**config.mk**
```make
export PLATFORM = sky130hd
export DESIGN_NAME = ql_bank_config_loader
export DESIGN_NICKNAME = d
export VERILOG_FILES = /design/src/rtl/ql_bank_config_loader.sv
export SDC_FILE = /design/constraint.sdc
export NUM_CORES = 2
export LEC_CHECK = 0
export BUFFER_PORTS_ARGS = -buffer_cell sky130_fd_sc_hd__buf_2
export CAP_MARGIN = 15
export CORE_AREA = 2 2 373 375
export CTS_CLUSTER_DIAMETER = 30
export DETAILED_ROUTE_END_ITERATION = 12
export DIE_AREA = 0 0 375 377
export PLACE_DENSITY = 0.7
export SETUP_SLACK_MARGIN = 0.15
export SLEW_MARGIN = 30
export SYNTH_ARGS = -nofsm -noshare
export SYNTH_HDL_FRONTEND = slang
export SYNTH_SLANG_ARGS = --single-unit
```
**constraint.sdc**
```tcl
create_clock -name clk -period 2.39 [get_ports clk]
set_input_delay 0 -clock clk [delete_from_list [all_inputs] [get_ports clk]]
set_output_delay 0 -clock clk [all_outputs]
set_load 0.02 [all_outputs]
```
**src/rtl/ql_bank_config_loader.sv**
```systemverilog
// BL/WL configuration loader: assembles bit-line rows from a word stream, strobes
// one word line per row, and releases global_resetn once every row is written.
module ql_bank_config_loader #(
    parameter int BL_W      = 514,
    parameter int WL_W      = 407,
    parameter int DATA_W    = 32,
    parameter int SETUP_CYC = 1,
    parameter int PULSE_CYC = 2
) (
    input  logic              clk,
    input  logic              reset,
    input  logic              start,
    input  logic [DATA_W-1:0] s_data,
    input  logic              s_valid,
    output logic              s_ready,
    output logic [0:BL_W-1]   bl_config_region,
    output logic [0:WL_W-1]   wl_config_region,
    output logic              global_resetn,
    output logic              busy,
    output logic              done
);

    localparam int WPR     = (BL_W + DATA_W - 1) / DATA_W;
    localparam int SH_W    = WPR * DATA_W;
    localparam int ROW_W   = $clog2(WL_W + 1);
    localparam int WORD_W  = $clog2(WPR + 1);
    localparam int CNT_MAX = (SETUP_CYC > PULSE_CYC) ? SETUP_CYC : PULSE_CYC;
    localparam int CNT_W   = $clog2(CNT_MAX + 1);

    typedef enum logic [2:0] {
        S_IDLE  = 3'd0,
        S_LOAD  = 3'd1,
        S_SETUP = 3'd2,
        S_PULSE = 3'd3,
        S_HOLD  = 3'd4,
        S_DONE  = 3'd5
    } state_t;

    state_t              state_r, state_next_s;
    logic [ROW_W-1:0]    row_r, row_next_s;
    logic [WORD_W-1:0]   word_r, word_next_s;
    logic [CNT_W-1:0]    cnt_r, cnt_next_s;
    logic [SH_W-1:0]     shadow_r, full_s;
    logic                xfer_s, row_end_s;
    logic [0:BL_W-1]     bl_r, bl_next_s;
    logic [0:WL_W-1]     wl_r, wl_next_s;
    logic                s_ready_r, busy_r, done_r, gresetn_r;

    assign s_ready          = s_ready_r;
    assign bl_config_region = bl_r;
    assign wl_config_region = wl_r;
    assign global_resetn    = gresetn_r;
    assign busy             = busy_r;
    assign done             = done_r;

    // Next-state, counters, and the shadow row with the incoming word merged in.
    always_comb begin
        state_next_s = state_r;
        row_next_s   = row_r;
        word_next_s  = word_r;
        cnt_next_s   = cnt_r;
        xfer_s       = 1'b0;
        row_end_s    = 1'b0;
        full_s       = shadow_r;
        bl_next_s    = '0;
        wl_next_s    = '0;

        for (int k = 0; k < WPR; k++) begin
            if (word_r == WORD_W'(k)) begin
                full_s[k*DATA_W +: DATA_W] = s_data;
            end else begin
                full_s[k*DATA_W +: DATA_W] = shadow_r[k*DATA_W +: DATA_W];
            end
        end

        case (state_r)
            S_IDLE, S_DONE: begin
                if (start) begin
                    state_next_s = S_LOAD;
                    row_next_s   = '0;
                    word_next_s  = '0;
                    cnt_next_s   = '0;
                end else begin
                    state_next_s = state_r;
                end
            end
            S_LOAD: begin
                // s_ready is high exactly in LOAD, so s_valid alone marks a transfer.
                if (s_valid) begin
                    xfer_s = 1'b1;
                    if (word_r == WORD_W'(WPR - 1)) begin
                        row_end_s    = 1'b1;
                        word_next_s  = '0;
                        cnt_next_s   = '0;
                        state_next_s = S_SETUP;
                    end else begin
                        word_next_s = word_r + WORD_W'(1);
                    end
                end else begin
                    state_next_s = S_LOAD;
                end
            end
            S_SETUP: begin
                if (cnt_r == CNT_W'(SETUP_CYC - 1)) begin
                    cnt_next_s   = '0;
                    state_next_s = S_PULSE;
                end else begin
                    cnt_next_s = cnt_r + CNT_W'(1);
                end
            end
            S_PULSE: begin
                if (cnt_r == CNT_W'(PULSE_CYC - 1)) begin
                    cnt_next_s   = '0;
                    state_next_s = S_HOLD;
                end else begin
                    cnt_next_s = cnt_r + CNT_W'(1);
                end
            end
            S_HOLD: begin
                if (row_r == ROW_W'(WL_W - 1)) begin
                    state_next_s = S_DONE;
                end else begin
                    row_next_s   = row_r + ROW_W'(1);
                    state_next_s = S_LOAD;
                end
            end
            default: begin
                state_next_s = S_IDLE;
            end
        endcase

        // Bits of the last word beyond BL_W simply never reach the bit lines.
        for (int i = 0; i < BL_W; i++) begin
            bl_next_s[i] = full_s[i];
        end
        for (int r = 0; r < WL_W; r++) begin
            wl_next_s[r] = (state_next_s == S_PULSE) && (row_r == ROW_W'(r));
        end
    end

    // State, counters, shadow and all registered outputs.
    always_ff @(posedge clk) begin
        if (reset) begin
            state_r   <= S_IDLE;
            row_r     <= '0;
            word_r    <= '0;
            cnt_r     <= '0;
            shadow_r  <= '0;
            bl_r      <= '0;
            wl_r      <= '0;
            s_ready_r <= 1'b0;
            busy_r    <= 1'b0;
            done_r    <= 1'b0;
            gresetn_r <= 1'b0;
        end else begin
            state_r <= state_next_s;
            row_r   <= row_next_s;
            word_r  <= word_next_s;
            cnt_r   <= cnt_next_s;
            if (xfer_s) begin
                shadow_r <= full_s;
            end else begin
                shadow_r <= shadow_r;
            end
            if (row_end_s) begin
                bl_r <= bl_next_s;
            end else if (state_next_s == S_DONE) begin
                bl_r <= '0;
            end else begin
                bl_r <= bl_r;
            end
            wl_r      <= wl_next_s;
            s_ready_r <= (state_next_s == S_LOAD);
            busy_r    <= (state_next_s == S_LOAD) || (state_next_s == S_SETUP) ||
                         (state_next_s == S_PULSE) || (state_next_s == S_HOLD);
            done_r    <= (state_next_s == S_DONE);
            gresetn_r <= (state_next_s == S_DONE);
        end
    end

endmodule

```
==> summary.md <==
| Metric | Value |
|---|---|
| Final HPWL from detailed placement | 125000 um |
| Synthesized cell area | 0.0514 mm^2 |
| CTS root buf | sky130_fd_sc_hd__clkbuf_16 |
| Number of warning messages in the yosys log | 0 |
| Met2 wire length | 90800 um |
| Proportion of synthesized flip-flops having asynchronous set or reset | 0 |
| CTS clk-pin slew, worst paths | 0.05 ns |
| Number of slew-limit violations in the final report | 0 |
| Die Height | 377 um |
| Max-slew headroom | 0.337 |
| Result of the run | finished, final reports clean |
| Avg Synthesized Cell Area | 9.81 um^2 |
| #FFs+latches synth | 1455 |
| DR pass1 iterations | 8 |
| Post-detailed-route wirelength per cell | 23.7 um |
| CTS tree | yes |
| Worst flop-to-flop path endpoint | wl_config_region[179] |
| Worst supply voltage drop on vdd | 0.000660 V |
| Sum of routed wire segments on met1 | 79200 um |
| Worst EP arrival | 3.00 ns |
| Slowest stage delay, CP | 0.32 ns |
| Worst hold path endpoint | shadow_r[449] |
| Starting DRT DRC Count | 4409 |
| Placer congestion estimate | 0.877 |
| Leading cell type in the layout, fill and taps excluded | sky130_fd_sc_hd__dfxtp_1 |
| Hold Path Depth | 4 |
| Clock latency reported for the late side of the worst-skew pair | 0.89 ns |
| Highest-delay cell along the critical path | sky130_fd_sc_hd__dfxtp_2 |
| Number of nets in the layout | 6341 |
| Reg-to-Reg Start | word_r[0] |
| Synthesized instance count | 5240 |
| Filler-free cell count of the finished design | 8288 |
| Critical path peak fanout | 18 |
| Period utilisation layout | 0.950 |
| Ant. Diodes | 0 |
| Maximum number of buffers from clock root to sink | 4 |
| Routed Antenna Nets | 0 |
| Maximum number of pins on one net before global-route repair | 178 |
| Worst Path Class, Setup | flip-flop to flip-flop |
| Worst hold margin | 0.141 ns |
| Instance count after placement with tap cells included | 7719 |
| Number of cell rows | 136 |
| Layout overhead on the synthesized area | 36.5% |
| Hold Path Origin | s_data[1] |
| Clock period minus worst slack | 2.27 ns |
| Die footprint | 0.141 mm^2 |
| Overall routed net length | 197000 um |
| Maxcap violations | 0 |
| Number of vias per cell | 5.48 |
| Overflow left after global routing | 0 |
| Cell seen most often among critical-path stages | sky130_fd_sc_hd__buf_16 |
| Number of port buffers | 960 |
| Summed negative setup slack over all endpoints | 0 ns |
| I/O pins | 961 |
| Overall fraction of global-route tracks in use | 0.259 |
| Commonest non-fill, non-tap cells in the layout | sky130_fd_sc_hd__dfxtp_1, sky130_fd_sc_hd__nand2_1, sky130_fd_sc_hd__buf_2 |
| Number of cell instances on the worst register-to-register path | 11 |
| DRC violations left | 0 |
| Ys flop type | sky130_fd_sc_hd__dfxtp_1 |
| Measured slew at the worst slew-check pin | 0.995 ns |
| Crit path capture type | flip-flop |
| Maximum achievable frequency | 0.440 GHz |
| Power Total | 65.5 mW |
| Area of the core region | 0.137 mm^2 |
| Worst clock skew | 0.0856 ns |
| Num CTS Buffers | 287 |
| Placement-stage worst setup slack | 0.00947 ns |
| Met3 WL | 17000 um |
| Final Hold Violating Endpoints | 0 |
| Sinks on Clock Net | 1455 |
| Count of cell types in the netlist | 56 |
| H-tree level count | 5 |
| Final worst setup slack | 0.119 ns |
| Sequence of cells on the critical path | inv_2 -> ha_4 -> and4bb_2 -> nand3b_4 -> a31oi_4 -> nand3b_1 -> buf_4 -> buf_12 -> buf_16 -> buf_16 -> nor3_1 |
| RSZ-0062 raised after global routing | yes |
| Fraction of layout cells with a size suffix above 1 | 0.289 |
| Via count of the first global-routing pass | 42923 |
| Number of nets in the synthesized netlist | 5289 |
| Via Count | 45389 |
| Initial Utilization | 0.375 |
| Global-route wire length before repair | 278000 um |
| P_leak | 27.5 nW |
| CP Launch Type | flip-flop |
| Number of antenna violations at the first check in global routing | 1 |
| Die outline width | 375 um |
| Final setup violating endpoints | 0 |
| R2r setup slk | 0.12 ns |
| Top routing layer in use | met4 |
| Fraction of the yosys area taken by sequential cells | 0.566 |
| Hold Crit Class | primary input to flip-flop |
| Number of synthesized flops with an enable pin | 0 |
| Areal power density over the cells | 934 mW/mm^2 |
| Endpoint required time on the critical path | 3.12 ns |
## cells by family after synthesis
kind of cell               count (synthesis)  share of synthesized area
and+or+nand+nor                         1616                      0.136
DFF                                     1455                      0.566
AOI/OAI and AO/OA                       1063                      0.143
buffers and inverters                    573                     0.0504
muxes                                    515                      0.100
adders and majority gates                 13                    0.00316
xor gates and xnor gates                   5                   0.000852
## timing repair
| action | in CTS | in global routing |
|---|---|---|
| endpoints found under the setup margin | 498 | 882 |
| gates cloned | 4 | 22 |
| buffers inserted | 4 | 13 |
| resized for setup | 20 | 81 |
| endpoints found under the hold margin | 966 | 0 |
| hold buffers | 36 | 0 |
| pin swaps | 1 | 5 |
## sequential cells by signal, indices dropped and copies added (netlist names)
register / cells
busy: 1
global_resetn: 1
bl_config_region: 514
wl_config_region: 407
state_r: 3
s_ready: 1
word_r: 5
shadow_r: 512
cnt_r: 2
row_r: 9
## Yosys cell counts, drive strengths merged (2+ instances only)
master   count  share of area
o31ai        3        0.00071
or3          2        0.00024
or2          4        0.00049
nor4        47         0.0057
or4          5        0.00073
buf        179          0.022
mux2i      513           0.10
and3         8        0.00097
o21ai        5        0.00063
o2bb2ai    513          0.087
nand4        5        0.00061
clkbuf     383          0.028
ha          13         0.0032
o211ai       3        0.00044
a22o         4        0.00068
dfxtp     1455           0.57
nand3       37         0.0037
a21oi      521          0.051
inv         10        0.00073
nand3b       2        0.00054
and2        11         0.0013
xnor2        3        0.00051
xor2         2        0.00034
nand2b      10         0.0012
nor2b       14         0.0017
a22oi        5        0.00073
mux2         2        0.00044
nor2        32         0.0026
nor3       369          0.037
nand2     1066          0.078
## worst max-delay path, delay by kind of cell (launching register included)
family	cells	cell delay, ns
and+or+nand+nor	4	0.78
buffers and inverters	5	0.71
adders and majority gates	1	0.15
DFF	1	0.32
AOI/OAI and AO/OA	1	0.18
## how the worst max path moves through the flow
stage	start	cells past startpoint	slack (ns)	end
2_1_floorplan	row_r[0]	11	0.16	bl_config_region[10]
3_3_place_gp	cnt_r[0]	9	0.009	bl_config_region[319]
3_5_place_dp	cnt_r[0]	9	0.009	bl_config_region[317]
4_1_cts	word_r[0]	10	0.07	wl_config_region[163]
5_1_grt	word_r[1]	11	0.04	wl_config_region[5]
6_report	word_r[0]	11	0.12	wl_config_region[179]
## through the flow
step / util / area [um^2]
final: 0.512 / 70200
after global routing: 0.512 / 70200
after CTS: 0.505 / 69200
after detailed placement: 0.431 / 59000
after global placement: 0.431 / 59000
after floorplan: - / 51400
## per-layer routing
layer  GRT usage  vias up
met3      0.0568      498
li1            -    20349
met4       0.137        0
met1       0.327    21989
met5           0        -
met2       0.412     2553
## report_power, final
part / internal [mW] / switching (mW) / leakage (nW)
Clock: 26.3 / 13.2 / 4.62
Sequential: 24.3 / 0.0275 / 11.7
Combinational: 0.534 / 1.19 / 11.2
Total: 51.1 / 14.4 / 27.5
## cell type report
cell class	instances	area, um^2
Clock buffer	351	7820
Clock inverter	140	1710
Fill cell	11732	66800
Inverter	11	41.3
Multi-Input combinational cell	3212	20200
Sequential cell	1455	29100
Tap cell	1794	2240
Timing Repair Buffer	1325	9060
No activity file was read; power rests on OpenSTA's default activity.
